**src/rtl/alu_writeback.sv**
```systemverilog
// alu_writeback: ALU commit stage that owns the status register and sequences the two-word MUL writeback
module alu_writeback #(
  parameter int DATA_W = 16,
  parameter int ADDR_W = 3,
  parameter logic [7:0] STATUS_RST = 8'h00
) (
  input  logic              clk,
  input  logic              reset,
  input  logic              exec2,
  input  logic [5:0]        encoded_opcode,
  input  logic [ADDR_W-1:0] rd_addr,
  input  logic [DATA_W-1:0] aluout1,
  input  logic [DATA_W-1:0] aluout2,
  input  logic [7:0]        alu_flags,
  output logic              rf_we,
  output logic [ADDR_W-1:0] rf_waddr,
  output logic [DATA_W-1:0] rf_wdata,
  output logic [7:0]        statusreg,
  output logic              busy,
  output logic              overrun
);
  typedef enum logic [0:0] {IDLE, MUL_LO} state_e;
  state_e state_q;
  logic              we_q, busy_q, overrun_q;
  logic [ADDR_W-1:0] waddr_q, lo_addr_q;
  logic [DATA_W-1:0] wdata_q, lo_data_q;
  logic [7:0]        status_q, status_d, mask;
  logic [5:0]        op, fop;
  logic              wr_cls, znc, zn, fl_op, is_mul, unused_bits;
  assign op = encoded_opcode;
  assign unused_bits = ^{alu_flags[7:3], fop[5:4]};
  always_comb begin
    wr_cls = (op >= 6'h03 && op <= 6'h09) || (op >= 6'h11 && op <= 6'h14) ||
             op == 6'h17 || op == 6'h18 || (op >= 6'h1D && op <= 6'h1F);
    znc    = (op >= 6'h07 && op <= 6'h09) || (op >= 6'h11 && op <= 6'h16);
    zn     = op == 6'h06 || (op >= 6'h1D && op <= 6'h1F);
    fl_op  = op >= 6'h29 && op <= 6'h36;
    is_mul = op == 6'h21;
    // flag ops come in set/clear pairs starting at 0x29: bit index is offset/2, odd offset clears
    fop    = op - 6'h29;
    mask   = 8'd1 << fop[3:1];
    status_d = 8'h7F & (fl_op ? (fop[0] ? status_q & ~mask : status_q | mask) :
                        znc   ? {status_q[7:3], alu_flags[2:0]} :
                        zn    ? {status_q[7:2], alu_flags[1:0]} : status_q);
  end
  always_ff @(posedge clk or posedge reset) begin
    if (reset) begin
      state_q   <= IDLE;
      we_q      <= 1'b0;
      waddr_q   <= '0;
      wdata_q   <= '0;
      lo_addr_q <= '0;
      lo_data_q <= '0;
      status_q  <= STATUS_RST & 8'h7F;
      busy_q    <= 1'b0;
      overrun_q <= 1'b0;
    end else begin
      we_q <= 1'b0;
      if (state_q == MUL_LO) begin
        we_q      <= 1'b1;
        waddr_q   <= lo_addr_q;
        wdata_q   <= lo_data_q;
        busy_q    <= 1'b0;
        state_q   <= IDLE;
        overrun_q <= overrun_q | exec2;
      end else if (exec2) begin
        status_q <= status_d;
        if (wr_cls || is_mul) begin
          we_q    <= 1'b1;
          waddr_q <= rd_addr;
          wdata_q <= aluout1;
        end
        if (is_mul) begin
          lo_addr_q <= rd_addr + 1'b1;
          lo_data_q <= aluout2;
          busy_q    <= 1'b1;
          state_q   <= MUL_LO;
        end
      end
    end
  end
  assign rf_we     = we_q;
  assign rf_waddr  = waddr_q;
  assign rf_wdata  = wdata_q;
  assign statusreg = status_q;
  assign busy      = busy_q;
  assign overrun   = overrun_q;
endmodule

```
**config.mk**
```make
export PLATFORM = sky130hd
export DESIGN_NAME = alu_writeback
export DESIGN_NICKNAME = d
export VERILOG_FILES = /design/src/rtl/alu_writeback.sv
export SDC_FILE = /design/constraint.sdc
export NUM_CORES = 1
export LEC_CHECK = 0
export CAP_MARGIN = 20
export CORE_MARGIN = 5
export CORE_UTILIZATION = 47
export CTS_CLUSTER_DIAMETER = 40
export DETAILED_ROUTE_END_ITERATION = 10
export PLACE_DENSITY = 0.82
export SYNTH_ARGS = -nofsm -noshare
export SYNTH_HDL_FRONTEND = slang
export SYNTH_SLANG_ARGS = --single-unit
```
**constraint.sdc**
```tcl
create_clock -name clk -period 2.3 [get_ports clk]
set_input_delay 0.345 -clock clk [delete_from_list [all_inputs] [get_ports clk]]
set_output_delay 0.345 -clock clk [all_outputs]
set_load 0.005 [all_outputs]
```
==> qor.txt, run 1 <==
Num CTS Buffers = 5
Final Max Tran Viols = 0
Leak = 1.81 nW
Vias after detailed routing = 2,660
Hold_buf cts = 0
Tmin final = 2.24 ns
Initial drt markers = 186
Crit. End Element = flip-flop
Hold crit path type = in2async
Gpl congestion = 0.954
Final Hold Slack = 0.366 ns
Post-synthesis sequential area ratio = 0.450
Ys flop type = dfrtp_1
Die Ht = 86.1 microns
Antenna-violating nets left = 0
H-Tree Depth = 2
# IOs = 82
Nature of the critical path startpoint = input port
DR pass1 iterations = 5
Post-synth top area share = 0.450
Mean area per synthesized cell = 9.23 sq um
FF-to-FF path depth = 4
Fillcell total = 380
Initial antenna violation count = 0
WP data arrival = 2.41 ns
GRT overflow = 0
Syn nets = 353
Final WL = 8350 microns
Post-synth EDFFs = 0
Vias in the first global route = 2,505
Wire per inst = 17.9 microns
First-pass GRT wire length = 12,000 microns
Yosys reg bits = 49
VDD IR-drop max = 0.000472 V
Outcome = finished clean
CP Class = in2reg
Detail Placement HPWL = 5360 microns
Fmax = 0.446 GHz
Skew-Pair Late Insertion Delay = 0.30 ns
Crit Path Max Fanout = 6
Worst-Margin Slew = 0.525 ns
Drt via density = 5.71
Max Cap Viol = 0
Synth Instances = 295
Dpl ws = -0.320 ns
Area leader, netlist = dfrtp_1
GRT Util Overall = 0.203
CTS tree = built
Number of library cell types mapped by synthesis = 52
Final net count = 452
Fraction of layout cells with a size suffix above 1 = 0.216
Row count = 27
Largest net degree at the start of global routing = 42
Tcrit/Tclk final = 0.975
Longest Clk Path Bufs = 2
Area growth syn-to-layout = 50.3%
Post-Syn Area = 2720 sq um
Final hold vios = 0
Final worst slack = 0.0572 ns
Die area = 7410 sq um
Antenna Cells = 0
Setup violators final = 0
Slew headroom = 0.650
Remaining DRCs = 0
Core area = 5570 sq um
PwrDens = 628 nW/um^2
CTS root buffer = clkbuf_8
Initial Utilization = 0.488
Top cells by area, synth = dfrtp_1 45%, nand2_1 11%, o211ai_1 5.8%
Critical Path RT = 2.47 ns
Buffers on Ports = 75
CTS Sinks = 49
Post-synthesis async set-or-reset flop share = 1.00
Clock slew at reported path FFs = 0.08 ns
Synth warn = 0
Fin Clk Skew = 0.00706 ns
Die X = 86.1 microns
[what timing repair did]
| action | in CTS | in global routing |
|---|---|---|
| pin swaps | 1 | 8 |
| endpoints found under the setup margin | 4 | 22 |
| gates resized for setup | 3 | 40 |
| setup buffers | 0 | 1 |
| gates cloned | 0 | 2 |
[layout make-up]
| class | instances | area (sq um) | area share |
|---|---|---|---|
| clock buffers | 7 | 86.3 | 0.0211 |
| inverters | 27 | 101 | 0.0248 |
| multi-input cells | 198 | 1490 | 0.363 |
| flip-flops and latches | 49 | 1230 | 0.300 |
| well taps | 72 | 90.1 | 0.0220 |
| repair buffers | 113 | 1100 | 0.269 |
[worst max-delay path, stage by stage]
cell and delay [ns]:
clkdlybuf4s50_1 0.46, buf_4 0.19, or2_2 0.33, nor3_1 0.31, o32ai_4 0.15, buf_4 0.18
o211ai_1 0.29, o311ai_4 0.15
[path summary, 6_finish.rpt]
kind	startpoint	endpoint	slack (ns)
setup / recovery	encoded_opcode[2]	rf_wdata[10]	0.06
hold / removal	reset	rf_wdata[7]	0.37
setup reg to reg	state_q	statusreg[3]	0.65
hold reg to reg	lo_data_q[2]	lo_data_q[2]	0.48
max in group asynchronous	reset	lo_data_q[3]	1.42
min in group clk	lo_data_q[2]	lo_data_q[2]	0.48
[logic make-up after synthesis]
| kind of cell | synth area share |
|---|---|
| compound gates | 0.210 |
| xor+xnor | 0.0129 |
| fa+ha+maj | 0.0276 |
| buf+inv | 0.0827 |
| flops | 0.450 |
| mux | 0.0248 |
| other cells | 0.00138 |
| simple gates | 0.190 |
[power by group]
group / internal [mW] / switching [mW] / total (mW)
Clock: 0.239 / 0.273 / 0.512
Combinational: 0.553 / 0.363 / 0.916
Sequential: 1.04 / 0.104 / 1.14
[through the flow]
step                TNS [ns]  cell area, sq um  utilization  power, mW  std cells
floorplan                  0              2720            -       1.46        295
finish                     0              4090        0.734       2.57        466
detailed placement     -6.70              3720        0.668       1.95        456
CTS                        0              3830        0.688       2.45        463
global route         -0.0129              4090        0.734       2.69        466
global placement       -5.65              3720        0.668       1.92        456
[registers in the layout, indices dropped and copies added (netlist names), named ones only]
register / cells
overrun: 1
rf_waddr: 3
statusreg: 4
rf_we: 1
lo_data_q: 16
state_q: 1
busy: 1
lo_addr_q: 3
rf_wdata: 16
[synth_stat cells (2+ instances only)]
master	instances
nand3_1	4
o31ai_1	2
buf_2	6
a21oi_1	2
o211ai_1	21
o311ai_2	3
clkbuf_1	9
xnor2_1	3
nand2b_1	4
a41o_1	2
a22o_1	2
nor3_1	6
ha_1	6
dfrtp_1	49
inv_1	26
o221ai_1	2
nor2b_1	3
mux2_2	5
nand2_1	78
o22ai_1	2
o21ai_0	4
buf_6	4
nor2_1	6
o311ai_1	16
o21a_1	2
buf_4	2
[cell usage in the layout (no fill, tap or decap), types with 4 or more instances in the layout]
cell type         n
buf_4            31
clkbuf_8          6
clkdlybuf4s50_1  73
dfrtp_1          49
ha_1              4
inv_1            24
mux2_2            5
nand2_1          78
nor2_1            6
nor3_1            6
o211ai_1         21
o311ai_1          4
o311ai_2         11
o311ai_4          4
[per-layer routing]
layer / share of wire / GRT usage / up-vias
li1: - / - / 1226
met1: 0.39 / 0.259 / 1276
met2: 0.52 / 0.352 / 135
met3: 0.062 / 0.0317 / 23
met4: 0.022 / 0.0619 / 0
met5: 0 / 0 / -
No activity file was read; power rests on OpenSTA's default activity.
==> run 2, diff against run 1 <==
- CTS_CLUSTER_SIZE: not set -> 24
==> results of run 2 <==
Final layout, timing and power as in run 1 (identical DEF).
==> run 3, diff against run 2 <==
- CORE_MARGIN: 5 -> not set
- PLACE_DENSITY: 0.82 -> 0.8
==> qor.txt, run 3 (synthesis gave the netlist of run 1 again) <==
Antenna Cells = 0 (unchanged)
Die area = 6100 sq um (-18%)
NetSw = 709 uW (-4.1%)
Leak = 1.77 nW (-2.2%)
WP data arrival = 2.46 ns (+0.05 ns)
CP Class = in2reg
GRT overflow = 0 (unchanged)
CTS root buffer = clkbuf_8
Fin Clk Skew = 0.00938 ns (+0.00232 ns)
Fmax = 0.443 GHz (-0.71%)
Nature of the critical path startpoint = input port
Longest Clk Path Bufs = 2 (unchanged)
Skew-Pair Late Insertion Delay = 0.31 ns (about the same)
H-Tree Depth = 2 (unchanged)
Vias after detailed routing = 2,526 (-5.0%)
VDD IR-drop max = 0.000428 V (-9.3%)
CTS tree = built
Max Cap Viol = 0 (unchanged)
Final hold vios = 0 (unchanged)
Die Ht = 78.1 microns (-9.3%)
Outcome = finished clean
GRT Util Overall = 0.237 (+0.0338)
Hold crit path type = in2async
Clock slew at reported path FFs = 0.09 ns (about the same)
Cells after DPL = 459 (+0.66%)
Fraction of layout cells with a size suffix above 1 = 0.208 (-0.00814)
Combinational power share = 0.316 (-0.040)
Drt via density = 5.41 (-5.2%)
Setup_tns = 0 ns (unchanged)
Detail Placement HPWL = 5050 microns (-5.7%)
Final WL = 7180 microns (-14%)
Wire per inst = 15.4 microns (-14%)
Seq. cell area = 1230 sq um (unchanged)
Critical Path RT = 2.50 ns (+0.03 ns)
Final net count = 452 (unchanged)
Fin cells = 467 (+0.21%)
Commonest non-fill, non-tap cell in the layout = nand2_1
Row count = 27 (unchanged)
Largest net degree at the start of global routing = 42 (unchanged)
Post-CTS Setup Bufs = 0 (unchanged)
Tcrit/Tclk final = 0.982 (+0.00702)
Hold_buf cts = 0 (unchanged)
Most frequent cells in the layout = 77 x nand2_1, 75 x clkdlybuf4s50_1, 49 x dfrtp_1
Area growth syn-to-layout = 45.9%
Switch share = 0.271 (-0.0166)
Remaining DRCs = 0 (unchanged)
Initial Utilization = 0.491 (+0.00298)
Internal = 1.90 mW (+4.1%)
Clock power share = 0.246 (+0.047)
Flop pwr share = 0.439 (-0.005)
Final Core Density = 0.717 (-0.0174)
Gpl congestion = 0.876 (-8.2%)
Initial drt markers = 140 (-25%)
Die X = 78.1 microns (-9.3%)
Flop2flop setup slack = 0.72 ns (+0.07 ns)
Crit Path Max Fanout = 13 (+7)
Multi-input gate area = 1380 sq um (-7.1%)
DR pass1 iterations = 4 (-1)
PwrDens = 658 nW/um^2 (+4.9%)
Tmin final = 2.26 ns (+0.0162 ns)
Buffers on Ports = 75 (unchanged)
Total power = 2.61 mW (+1.7%)
Antenna-violating nets left = 0 (unchanged)
Crit. End Element = flip-flop
CTS Sinks = 49 (unchanged)
Initial antenna violation count = 0 (unchanged)
First-pass GRT wire length = 11,300 microns (-6.0%)
Final Max Tran Viols = 0 (unchanged)
Num CTS Buffers = 5 (unchanged)
Fillcell total = 434 (+14%)
# IOs = 82 (unchanged)
Core area = 5540 sq um (-0.61%)
Vias in the first global route = 2,426 (-3.2%)
Setup violators final = 0 (unchanged)
## run 3: power by group through the flow
stage / combinational, mW / clock, mW / sequential (mW)
after CTS: 0.793 / 0.648 / 1.14
after global routing: 0.886 / 0.691 / 1.16
after global placement: 0.765 / 0 / 1.15
final: 0.825 / 0.642 / 1.15
after detailed placement: 0.786 / 0 / 1.16
after floorplan: 0.312 / 0 / 1.15
## run 3: stage by stage
stage | instance area, sq um | hold slack, ns | setup slack [ns]
global route | 3970 | 0.210 | -0.0162
CTS | 3870 | 0.218 | 0.00363
finish | 3970 | 0.209 | 0.0411
detailed placement | 3750 | 0.447 | -0.328
floorplan | 2720 | 0.446 | 0.190
global placement | 3750 | 0.457 | -0.276
## run 3: critical path: stages
cell             delay [ns]
clkdlybuf4s50_1        0.47
inv_2                  0.09
ha_2                   0.19
or4b_4                 0.49
o2111ai_2              0.11
nand3_2                0.13
o21a_2                 0.25
buf_12                 0.15
o311ai_1               0.24
## run 3: area by class of cell
cell class | instances | share of cell area
clock buffers | 7 | 0.0217
clock inverters | 1 | 0.00756
inverters | 27 | 0.0255
multi-input cells | 198 | 0.348
flip-flops and latches | 49 | 0.309
well taps | 72 | 0.0227
repair buffers | 113 | 0.266
## run 3: repair_timing
action	CTS	global route
pin swaps	0	6
gates resized for setup	1	19
endpoints found under the setup margin	1	21
## run 3: worst paths after layout
| path | from | endpoint | depth (start not counted) |
|---|---|---|---|
| max in group asynchronous | reset | rf_wdata[14] | 3 |
| hold / removal | reset | rf_we | 2 |
| setup reg to reg | state_q | statusreg[3] | 4 |
| hold reg to reg | overrun | overrun | 1 |
| setup / recovery | encoded_opcode[0] | rf_wdata[4] | 9 |
| min in group clk | overrun | overrun | 1 |
## run 3: per-layer routing
metal / track usage / part of all wire
met5: 0 / 0
met4: 0.0833 / 0.018
met3: 0.0372 / 0.042
met2: 0.389 / 0.50
met1: 0.317 / 0.44
